==> config.mk <==
export PLATFORM = sky130hd
export DESIGN_NAME = dmem_arbiter
export DESIGN_NICKNAME = d
export VERILOG_FILES = /design/src/rtl/dmem_arbiter.sv
export SDC_FILE = /design/constraint.sdc
export NUM_CORES = 1
export LEC_CHECK = 0
export CAP_MARGIN = 20
export CORE_MARGIN = 3
export CORE_UTILIZATION = 37
export DETAILED_ROUTE_END_ITERATION = 7
export MAX_ROUTING_LAYER = met4
export PLACE_DENSITY = 0.84
export SLEW_MARGIN = 10
export SYNTH_ARGS = -nofsm -noshare
export SYNTH_HDL_FRONTEND = slang
export SYNTH_SLANG_ARGS = --single-unit
export TNS_END_PERCENT = 50
==> constraint.sdc <==
create_clock -name clk -period 4.4 [get_ports clk]
set_input_delay 0.66 -clock clk [delete_from_list [all_inputs] [get_ports clk]]
set_output_delay 0.66 -clock clk [all_outputs]
set_load 0.005 [all_outputs]
==> src/rtl/dmem_arbiter.sv <==
// Two-port round-robin arbiter and sequencer for the 256 x 32 data memory.
// All outputs are flops; read data is taken from mem_rdata on the edge that closes the strobe cycle.
module dmem_arbiter #(
  parameter int DATA_W = 32,
  parameter int ADDR_W = 32,
  parameter int DEPTH  = 256
) (
  input  logic              clk,
  input  logic              rst,
  input  logic              r0_req,
  input  logic              r0_we,
  input  logic [ADDR_W-1:0] r0_addr,
  input  logic [DATA_W-1:0] r0_wdata,
  output logic              r0_ack,
  output logic              r0_err,
  output logic [DATA_W-1:0] r0_rdata,
  input  logic              r1_req,
  input  logic              r1_we,
  input  logic [ADDR_W-1:0] r1_addr,
  input  logic [DATA_W-1:0] r1_wdata,
  output logic              r1_ack,
  output logic              r1_err,
  output logic [DATA_W-1:0] r1_rdata,
  output logic              mem_read,
  output logic              mem_write,
  output logic [ADDR_W-1:0] mem_addr,
  output logic [DATA_W-1:0] mem_wdata,
  input  logic [DATA_W-1:0] mem_rdata,
  output logic              busy
);

  typedef enum logic [1:0] {IDLE, ACCESS, RESP} arbState;

  localparam logic [ADDR_W:0] DEPTH_EXT = (ADDR_W+1)'(DEPTH);

  arbState state, stateNext;
  logic lastGrant, lastGrantNext;
  logic gntId, gntIdNext;
  logic latWe, latWeNext;
  logic selId, selWe, inRange;
  logic [ADDR_W-1:0] selAddr;
  logic [DATA_W-1:0] selWdata;
  logic memReadNext, memWriteNext;
  logic [ADDR_W-1:0] memAddrNext;
  logic [DATA_W-1:0] memWdataNext;
  logic [1:0] ackNext, errNext;
  logic [DATA_W-1:0] rdata0Next, rdata1Next;

  // On a tie the port that was not served last wins.
  assign selId    = (r0_req && r1_req) ? ~lastGrant : r1_req;
  assign selWe    = selId ? r1_we    : r0_we;
  assign selAddr  = selId ? r1_addr  : r0_addr;
  assign selWdata = selId ? r1_wdata : r0_wdata;
  assign inRange  = {1'b0, selAddr} < DEPTH_EXT;

  always_comb begin
    stateNext     = state;
    lastGrantNext = lastGrant;
    gntIdNext     = gntId;
    latWeNext     = latWe;
    memReadNext   = 1'b0;
    memWriteNext  = 1'b0;
    memAddrNext   = mem_addr;
    memWdataNext  = mem_wdata;
    ackNext       = 2'b00;
    errNext       = 2'b00;
    rdata0Next    = r0_rdata;
    rdata1Next    = r1_rdata;
    case (state)
      IDLE: begin
        if (r0_req || r1_req) begin
          gntIdNext     = selId;
          lastGrantNext = selId;
          latWeNext     = selWe;
          if (inRange) begin
            stateNext    = ACCESS;
            memReadNext  = !selWe;
            memWriteNext = selWe;
            memAddrNext  = selAddr;
            memWdataNext = selWdata;
          end else begin
            // Out-of-range: answer straight away, memory pins untouched.
            stateNext      = RESP;
            ackNext[selId] = 1'b1;
            errNext[selId] = 1'b1;
            if (selId) rdata1Next = '0;
            else       rdata0Next = '0;
          end
        end
      end
      ACCESS: begin
        stateNext      = RESP;
        ackNext[gntId] = 1'b1;
        if (gntId) rdata1Next = latWe ? '0 : mem_rdata;
        else       rdata0Next = latWe ? '0 : mem_rdata;
      end
      RESP:    stateNext = IDLE;
      default: stateNext = IDLE;
    endcase
  end

  always_ff @(posedge clk or posedge rst) begin
    if (rst) begin
      state     <= IDLE;
      lastGrant <= 1'b1;
      gntId     <= 1'b0;
      latWe     <= 1'b0;
      mem_read  <= 1'b0;
      mem_write <= 1'b0;
      mem_addr  <= '0;
      mem_wdata <= '0;
      r0_ack    <= 1'b0;
      r0_err    <= 1'b0;
      r0_rdata  <= '0;
      r1_ack    <= 1'b0;
      r1_err    <= 1'b0;
      r1_rdata  <= '0;
      busy      <= 1'b0;
    end else begin
      state     <= stateNext;
      lastGrant <= lastGrantNext;
      gntId     <= gntIdNext;
      latWe     <= latWeNext;
      mem_read  <= memReadNext;
      mem_write <= memWriteNext;
      mem_addr  <= memAddrNext;
      mem_wdata <= memWdataNext;
      r0_ack    <= ackNext[0];
      r0_err    <= errNext[0];
      r0_rdata  <= rdata0Next;
      r1_ack    <= ackNext[1];
      r1_err    <= errNext[1];
      r1_rdata  <= rdata1Next;
      busy      <= (stateNext != IDLE);
    end
  end

endmodule

**Yosys cells after proc, flatten, opt, wreduce, memory -nomap -nowiden**

Cells that the tools add are included.
Widths: inputs -> output; s select.

- Bits of input ports: 166
- Output and inout bits: 135
- Register bits after elaboration: 140
- Word-level logic and storage cells: 72

- Order comparisons: 5
- Bitwise gates (word level): 1
- Multiplexer cells: 32
- Reduce and logical (&&, ||, !) cells: 12
- Equality and inequality tests: 7

Operators with widths:

| operator | number |
|---|---|
| $mux 32 | 11 |
| $pmux 32 s2 | 2 |
| $lt 32x9->1 const B | 1 |
| $ne 2x2->1 const B | 6 |
| $mux 1 | 10 |
| $mux 2 | 5 |
| $reduce_and 5->1 | 2 |
| $pmux 2 s2 | 2 |
| $lt 1x2->1 const B | 2 |
| $reduce_bool 2->1 | 2 |
| $logic_and 1x1->1 | 3 |
| $reduce_and 3->1 | 1 |
| $demux 1 s1 | 2 |
| $eq 2x1->1 const B | 1 |
| $ge 1x1->1 const B | 2 |
| $logic_not 2->1 | 1 |
| $reduce_and 2->1 | 1 |
| $logic_not 1->1 | 1 |
| $logic_or 1x1->1 | 1 |
| $not 1->1 | 1 |

**Longest topological paths before layout**

Gate-level depths: netlist (run 1).

- Word-level depth: 9
- Gate-level depth with buffers: 6
- Mapped depth without buffers: 4

**Worst setup path after synthesis (run 1)**

OpenSTA, ideal clock, no wires.

- Kind: input to register
- From: input r0_addr[9]
- To: register mem_addr[0]
- Library setup time: 0.125 ns
- Stages: 5
- Setup slack: 2.097 ns
- Arrival time: 2.178 ns
- Required time: 4.275 ns
- Cell sequence: nor4_2 > nand4_2 > o32ai_4 > buf_12 > mux2_4

- Cells in the longest elaborated chain, start to end: 3

Ends and longest elaborated chain:

| what | RTL line | RTL |
|---|---|---|
| start, declared | 12 | `input logic [ADDR_W-1:0] r0_addr,` |
| $mux 32 | 52 | `assign selAddr = selId ? r1_addr : r0_addr;` |
| $lt 32x9->1 | 54 | `assign inRange = {1'b0, selAddr} < DEPTH_EXT;` |
| $reduce_and 3->1 (no source line) | n/a |  |
| end signal, assigned | 126 | `mem_addr <= memAddrNext;` |
| end, declared | 26 | `output logic [ADDR_W-1:0] mem_addr,` |

Every way passes these cells.
A chain may end at the register's enable or synchronous reset.

**Worst setup path in the final report (run 1)**

- From: input r0_addr[10]
- To: register mem_wdata[30]

- Cells in the longest elaborated chain, start to end: 3

Ends and longest elaborated chain:

| what | RTL line | RTL |
|---|---|---|
| $mux 32 | 52 |  |
| $lt 32x9->1 | 54 |  |
| $reduce_and 3->1 (no source line) | n/a |  |
| end signal, assigned | 127 | `mem_wdata <= memWdataNext;` |
| end, declared | 27 | `output logic [DATA_W-1:0] mem_wdata,` |

Every way passes these cells.

==> impl_metrics.ini, run 1 <==
[floorplanning]
initial_core_util = 0.3870
ios = 301
rows = 45
dieArea_um2 = 17820
coreArea_um2 = 15540
die_h_um = 133.5
dieWidth_um = 133.5

[placement]
io_buffers = 300
dpl.cell_count = 973
hpwl_mm = 13.42
finalWeightedCongestion = 0.8236

[yosys]
netlist_top_cells_count = dfrtp_1, nand2_1, a32o_1
synth_cells = 489
synth-edff-count = 0
syn_area_um2 = 6013
synth_flop_cell = dfrtp_1
synth_top_area_frac = 0.5784
ys_seq_area_frac = 0.5828
synth_most_common_cell = dfrtp_1
synthTopCellsByArea = dfrtp_1, a32o_1, mux2_4, nand2_1, and2_1
syn_nets = 655
yosysUniqueCellTypes = 36
ys_seq_elements = 140
syn_area_per_cell_um2 = 12.30
yosysWarnings = 0
yosysTopAreaCell = dfrtp_1
ys_async_sr_fraction = 1.000

[critical_path]
r2r_slack_ps = 1880
crit_path_cell_trace = clkdlybuf4s50_1 -> nor4_1 -> nand2_1 -> o32ai_4 -> buf_4 -> mux2_4
critPathBufInv = 2
arrival_ps = 3100
worstPathMaxFanout = 40
critPathKind = input port to flop
cp_top_family = buffers and inverters
critPathLaunchType = input port
critPathSlowestCell = buf_4
cpPeakStageDelay_ps = 620
crit_path_end_kind = flop
required_ps = 4690

[routing]
drc = 0
drt-wirelength-per-cell_um = 19.13
dr_total_vias = 5161
wl_mm = 19.25
drt_iter0_markers = 298
viasPerCell = 5.130
firstDrtPassIters = 5
drtAntennaViolNets = 0

[clock_network]
clk_pin_slew_ps = 60
clock_sinks = 140
ctsResizeCount = 0
postCtsHoldBufs = 0
cts_setup_buffers = 0
clk_latency_ps = 420
cts_tree = yes
h-tree-depth = 4
cts_buffers = 17
cts_buffer_depth = 2
clock-root-buffer = clkbuf_16

[power]
power_mw = 3.146
p_leak_nw = 4.336
ir_drop_uv = 301.3
power_density_nw_per_um2 = 320.6

[global_routing]
grt_pass1_vias = 5443
antenna_found_initial = 1
grt_max_degree = 141
grt_overflow = 0
grt_pass1_wl_mm = 30.17
grt_util_all_layers = 0.2225

[sta]
finalHoldViolations = 0
hold_ws_ps = 482.0
rsz0062_at_grt = no
tns_ps = 0
finalCriticalPeriod_ps = 2811
fin_skew_ps = 12.04
period_share = 0.6389
slew_headroom = 0.5005
tightest_slew_ps = 749.2
max_freq_ghz = 0.3558
setup_viol = 0
slew_violations = 0

[layout]
drive_gt1_frac = 0.1209
final-seq-area_um2 = 3505
multi_input_area_um2 = 2327
syn_to_final_growth_pct = 63.15
num-fill-cells = 1191
layout.nets = 947
final_cells = 1006

[outcome]
status = finished clean

[run]
drv_cap = 0

[min_path]
min_path_type = flop to flop
[cell usage in the layout (no fill, tap or decap), types with 2 or more instances in the layout]
| cell | count |
|---|---|
| clkdlybuf4s50_1 | 300 |
| dfrtp_1 | 139 |
| nand2_1 | 126 |
| a32o_1 | 64 |
| mux2_4 | 40 |
| and2_1 | 26 |
| clkbuf_16 | 17 |
| nor4_1 | 11 |
| buf_4 | 8 |
| a21oi_1 | 6 |
| inv_6 | 6 |
| nand4_1 | 5 |
| nor2_1 | 4 |
| clkinvlp_4 | 3 |
| nor4_2 | 2 |
| nor4_4 | 2 |
| nor3_1 | 2 |
| inv_1 | 2 |
| o21ai_0 | 2 |
| and4_1 | 2 |
| nand3_1 | 2 |
| bufinv_16 | 2 |
| inv_8 | 2 |
[stage by stage]
stage | util | worst slack (ps) | area (µm²)
after floorplan | - | 1992 | 6017
final | 0.6313 | 1589 | 9811
after detailed placement | 0.5916 | 1210 | 9194
after CTS | 0.6312 | 1645 | 9808
after global placement | 0.5916 | 1206 | 9194
after global routing | 0.6313 | 1488 | 9811
[where the power goes]
part | internal (mW) | switching, mW
clock network | 0.874 | 0.593
logic | 0.186 | 0.175
registers | 1.30 | 0.0141
[metal layers]
metal  GRT usage  vias up  routed length [µm]
li1            -     2361                   -
met1      0.2629     2530                7635
met2      0.3595      242                9479
met3     0.08006       28                1747
met4     0.06571        0                 383
met5           -        -                   0
[flip-flops by register name, summed over array words and instances (netlist names)]
name	flops
r0_err	1
r1_err	1
busy	1
mem_addr	32
state	2
mem_read	1
lastGrant	1
r1_rdata	32
r1_ack	1
r0_ack	1
r0_rdata	32
mem_write	1
latWe	1
mem_wdata	32
gntId	1
[cell families after synthesis]
group | share of synthesized area
AND/OR/NAND/NOR | 0.1511
flip-flops | 0.5828
AO/OA/AOI/OAI | 0.1296
multiplexers | 0.09988
buffers and inverters | 0.03662
[cell type report]
class	instances	share of cell area
multi-input combinational	310	0.2372
antenna	1	0.0002551
tap	211	0.02691
sequential	140	0.3572
inverter	3	0.001530
timing repair buffer	309	0.3142
clock inverter	14	0.01785
clock buffer	18	0.04476
[final timing paths]
check	start	endpoint	depth (start not counted)
max	r0_addr[10]	mem_wdata[30]$_DFFE_PP0P_	6
min	mem_addr[23]$_DFFE_PP0P_	mem_addr[23]$_DFFE_PP0P_	1
max reg2reg	state[1]$_DFF_PP0_	mem_wdata[30]$_DFFE_PP0P_	5
min reg2reg	mem_addr[23]$_DFFE_PP0P_	mem_addr[23]$_DFFE_PP0P_	1
max in group asynchronous	rst	mem_addr[1]$_DFFE_PP0P_	3
min in group asynchronous	rst	mem_addr[29]$_DFFE_PP0P_	3
Power figures use the tool's default switching activity.
==> run 2: changes to the inputs <==
CORE_UTILIZATION = 40   (was 37)
PLACE_DENSITY = 0.86   (was 0.84)
clock period = 2.68 ns   (was 4.4 ns; I/O delays follow)
==> impl_metrics.ini, run 2 (synthesis results as in run 1) <==
[routing]
firstDrtPassIters = 4
drtAntennaViolNets = 0
dr_total_vias = 5199
wl_mm = 19.06
drt_iter0_markers = 276
viasPerCell = 5.284
drt-wirelength-per-cell_um = 19.37
drc = 0

[layout]
syn_to_final_growth_pct = 64.48
n_antenna_cell = 0
final_cell_mix = clkdlybuf4s50_1, dfrtp_1, nand2_1, a32o_1, mux2_4
drive_gt1_frac = 0.1263
final_common_cell = clkdlybuf4s50_1
layout.nets = 954
final_cells = 984

[clock_network]
cts_tree = yes
ctsResizeCount = 0
clock_sinks = 140
cts_setup_buffers = 0
h-tree-depth = 4
postCtsHoldBufs = 0
clk_pin_slew_ps = 60
clk_latency_ps = 410
cts_buffer_depth = 2
cts_buffers = 17
clock-root-buffer = clkbuf_16

[critical_path]
critPathSlowestCell = dfrtp_1
startpoint = state[0]$_DFF_PP0_
crit_path_cell_trace = nor2_1 -> o211ai_1 -> o32ai_4 -> buf_12 -> mux2_4
worstPathMaxFanout = 40
r2r_end = mem_addr[3]$_DFFE_PP0P_
crit_path_end_kind = flop
r2r-start = state[0]$_DFF_PP0_
critPathKind = flop to flop
required_ps = 2970
critPathBufInv = 1
critPathLaunchType = flop
r2r_slack_ps = 470
reg2regPathDepth = 5
cpPeakStageDelay_ps = 470
arrival_ps = 2500
cp_top_family = compound AO/OA/AOI/OAI gates

[sta]
tns_ps = 0
slew_headroom = 0.4862
finalHoldViolations = 0
slew_violations = 0
setup_viol = 0
finalCriticalPeriod_ps = 2210
max_freq_ghz = 0.4526
period_share = 0.8245
fin_skew_ps = 10.25
setup_ws_ps = 470.3
rsz0062_at_grt = no
tightest_slew_ps = 770.7

[power]
p_leak_nw = 4.397
pwr-share-clk = 0.473
internal_power_mw = 4.051
sw_frac_of_total = 0.2299
ir_drop_uv = 797.7
netSwitchingPower_mw = 1.210
power_mw = 5.261
power_density_nw_per_um2 = 531.9
seqPwrFrac = 0.411
p_comb_frac = 0.115

[floorplanning]
dieWidth_um = 128.6
die_h_um = 128.6
ios = 301
coreArea_um2 = 14640
dieArea_um2 = 16540
initial_core_util = 0.4106
rows = 44

[placement]
finalWeightedCongestion = 0.8931
io_buffers = 300
hpwl_mm = 13.62
dpl.cell_count = 953
dp_slack_ps = 68.24

[global_routing]
grt_util_all_layers = 0.2345
grt_max_degree = 67
grt_overflow = 0
antenna_found_initial = 0
grt_pass1_wl_mm = 29.27
grt_pass1_vias = 5314

[run]
drv_cap = 0

[min_path]
min_path_type = input port to asynchronous set/reset pin

[outcome]
status = finished clean
-- run 2: worst max-delay path by stage --
| stage | endpoint | slack, ps | cells past startpoint |
|---|---|---|---|
| detailed placement | mem_addr[3]$_DFFE_PP0P_ | 70 | 7 |
| floorplan | busy$_DFF_PP0_ | 530 | 1 |
| finish | mem_addr[3]$_DFFE_PP0P_ | 470 | 5 |
| CTS | mem_addr[3]$_DFFE_PP0P_ | 470 | 5 |
| global route | mem_wdata[29]$_DFFE_PP0P_ | 310 | 5 |
| global placement | mem_wdata[30]$_DFFE_PP0P_ | 100 | 7 |
-- run 2: power groups by stage --
stage | clock network (mW) | registers [mW] | logic (mW)
global route | 2.64 | 2.17 | 0.664
global placement | 0 | 2.20 | 0.604
detailed placement | 0 | 2.20 | 0.611
floorplan | 0 | 2.19 | 0.223
CTS | 2.56 | 2.16 | 0.614
finish | 2.49 | 2.16 | 0.606
-- run 2: per-layer routing --
metal	up-vias	GRT usage	share of wire
met5	-	-	0
met4	0	0.06238	0.020
met3	27	0.08551	0.094
met2	244	0.3696	0.48
met1	2558	0.2876	0.40
li1	2370	-	-
-- run 2: layout make-up --
type,instances,area (µm²)
Sequential cell,140,3505
Clock buffer,19,442.9
Multi-Input combinational cell,310,2327
Fill cell,1070,4753
Timing Repair Buffer,316,3186
Tap cell,184,230.2
Inverter,3,15.01
Clock inverter,12,185.2
-- run 2: stage by stage --
step / area [µm²] / util / hold slack (ps)
2_1_floorplan: 6017 / - / 464.9
3_3_place_gp: 9263 / 0.6325 / 469.7
3_5_place_dp: 9263 / 0.6325 / 469.9
4_1_cts: 9891 / 0.6754 / 356.4
5_1_grt: 9891 / 0.6754 / 388.5
6_report: 9891 / 0.6754 / 360.6
==> run 3: changes to the inputs <==
clock period = 2.15 ns   (was 2.68 ns; I/O delays follow)
==> impl_metrics.ini, run 3 (synthesis results as in run 1) <==
[critical_path]
critPathKind = input port to flop
crit_path_end_kind = flop
reg2regPathDepth = 5
r2r_slack_ps = 100
startpoint = r0_addr[30]
critPathLaunchType = input port
r2r-start = lastGrant$_DFFE_PP1P_
endpoint = mem_addr[4]$_DFFE_PP0P_
required_ps = 2440
arrival_ps = 2350
r2r_end = mem_addr[4]$_DFFE_PP0P_
worstPathMaxFanout = 40

[sta]
finalHoldViolations = 0
tightest_slew_ps = 719.0
setup_viol = 0
rsz0062_at_grt = no
fin_skew_ps = 11.83
period_share = 0.9564
slew_headroom = 0.5207
setup_ws_ps = 93.78
finalCriticalPeriod_ps = 2056
slew_violations = 0
max_freq_ghz = 0.4863

[clock_network]
cts_tree = yes
clock-root-buffer = clkbuf_16
h-tree-depth = 4
clk_latency_ps = 410
clk_pin_slew_ps = 60
postCtsHoldBufs = 0
ctsResizeCount = 0
cts_buffer_depth = 2
cts_setup_buffers = 0
clock_sinks = 140
cts_buffers = 17

[placement]
finalWeightedCongestion = 0.9231
dpl.cell_count = 964
dp_slack_ps = -309.2
dpl-instance-area_um2 = 9358
hpwl_mm = 13.87
io_buffers = 300

[layout]
syn_to_final_growth_pct = 65.17
final_cell_mix = clkdlybuf4s50_1, dfrtp_1, nand2_1, a32o_1, mux2_4
final_common_cell = clkdlybuf4s50_1
num-fill-cells = 1049
final_area_um2 = 9932
final_util = 0.6782
final_cells = 996
n_antenna_cell = 0
drive_gt1_frac = 0.1379
layout.nets = 965

[routing]
drt-wirelength-per-cell_um = 19.13
viasPerCell = 5.206
top_layer = met4
firstDrtPassIters = 4
wl_mm = 19.06
dr_total_vias = 5185
drtAntennaViolNets = 0
drc = 0
route.met3.wl_mm = 1.715
routed-wl-met2_mm = 9.418
drt_iter0_markers = 301
wl_met1_mm = 7.615

[global_routing]
grt_pass1_wl_mm = 29.42
grt_overflow = 0
grt_max_degree = 52
grt_pass1_vias = 5465
antenna_found_initial = 0
grt_util_all_layers = 0.2366

[floorplanning]
dieWidth_um = 128.6
ios = 301
initial_core_util = 0.4106
rows = 44
die_h_um = 128.6
coreArea_um2 = 14640
dieArea_um2 = 16540

[run]
drv_cap = 0

[power]
p_leak_nw = 4.426
power_mw = 6.289
power_density_nw_per_um2 = 633.2
ir_drop_uv = 635.8

[min_path]
min_path_type = input port to asynchronous set/reset pin

[outcome]
status = finished clean
## run 3: cell types whose count changed in the layout (fill, tap and decap cells not counted), moves of 2 or more
| cell | previous run | this run |
|---|---|---|
| clkinvlp_4 | 2 | 4 |
| clkinv_2 | 1 | 3 |
| buf_4 | 11 | 21 |
| bufinv_16 | 4 | 2 |
## run 3: routing by layer
layer / vias up / global-route usage
met5: - / -
met4: 0 / 0.06918
met3: 22 / 0.07513
met2: 245 / 0.3871
met1: 2522 / 0.2822
li1: 2396 / -
## run 3: critical path, stage by stage
cell and delay [ps]:
clkdlybuf4s50_1 410, nor4_2 360, nand4_2 210, o32ai_4 350
buf_12 320, mux2_4 340
## run 3: how the worst min path moves through the flow
stage	startpoint	endpoint	slack, ps	cells after the start
floorplan	r0_req	lastGrant$_DFFE_PP1P_	390	1
global placement	mem_addr[30]$_DFFE_PP0P_	mem_addr[30]$_DFFE_PP0P_	470	1
detailed placement	mem_addr[26]$_DFFE_PP0P_	mem_addr[26]$_DFFE_PP0P_	470	1
CTS	rst	mem_addr[29]$_DFFE_PP0P_	260	2
global route	rst	mem_addr[13]$_DFFE_PP0P_	300	2
finish	rst	mem_addr[29]$_DFFE_PP0P_	270	2
## run 3: per-stage QoR
stage | hold slack [ps] | TNS, ps
3_3_place_gp | 469.4 | -18480
4_1_cts | 257.1 | 0
5_1_grt | 296.8 | 0
6_report | 266.8 | 0
3_5_place_dp | 472.1 | -22530
2_1_floorplan | 385.4 | 0
## run 3: area by class of cell
cell class | count | area [µm²] | area share
sequential | 140 | 3505 | 0.3529
timing repair buffer | 327 | 3281 | 0.3303
clock buffer | 19 | 432.9 | 0.04359
clock inverter | 13 | 141.4 | 0.01424
inverter | 3 | 15.01 | 0.001512
tap | 184 | 230.2 | 0.02318
multi-input combinational | 310 | 2327 | 0.2343
## run 3: report_power, final
group | switching [mW] | internal (mW)
combinational | 0.365 | 0.414
clock | 1.10 | 1.71
sequential | 0.0261 | 2.67
total | 1.49 | 4.80
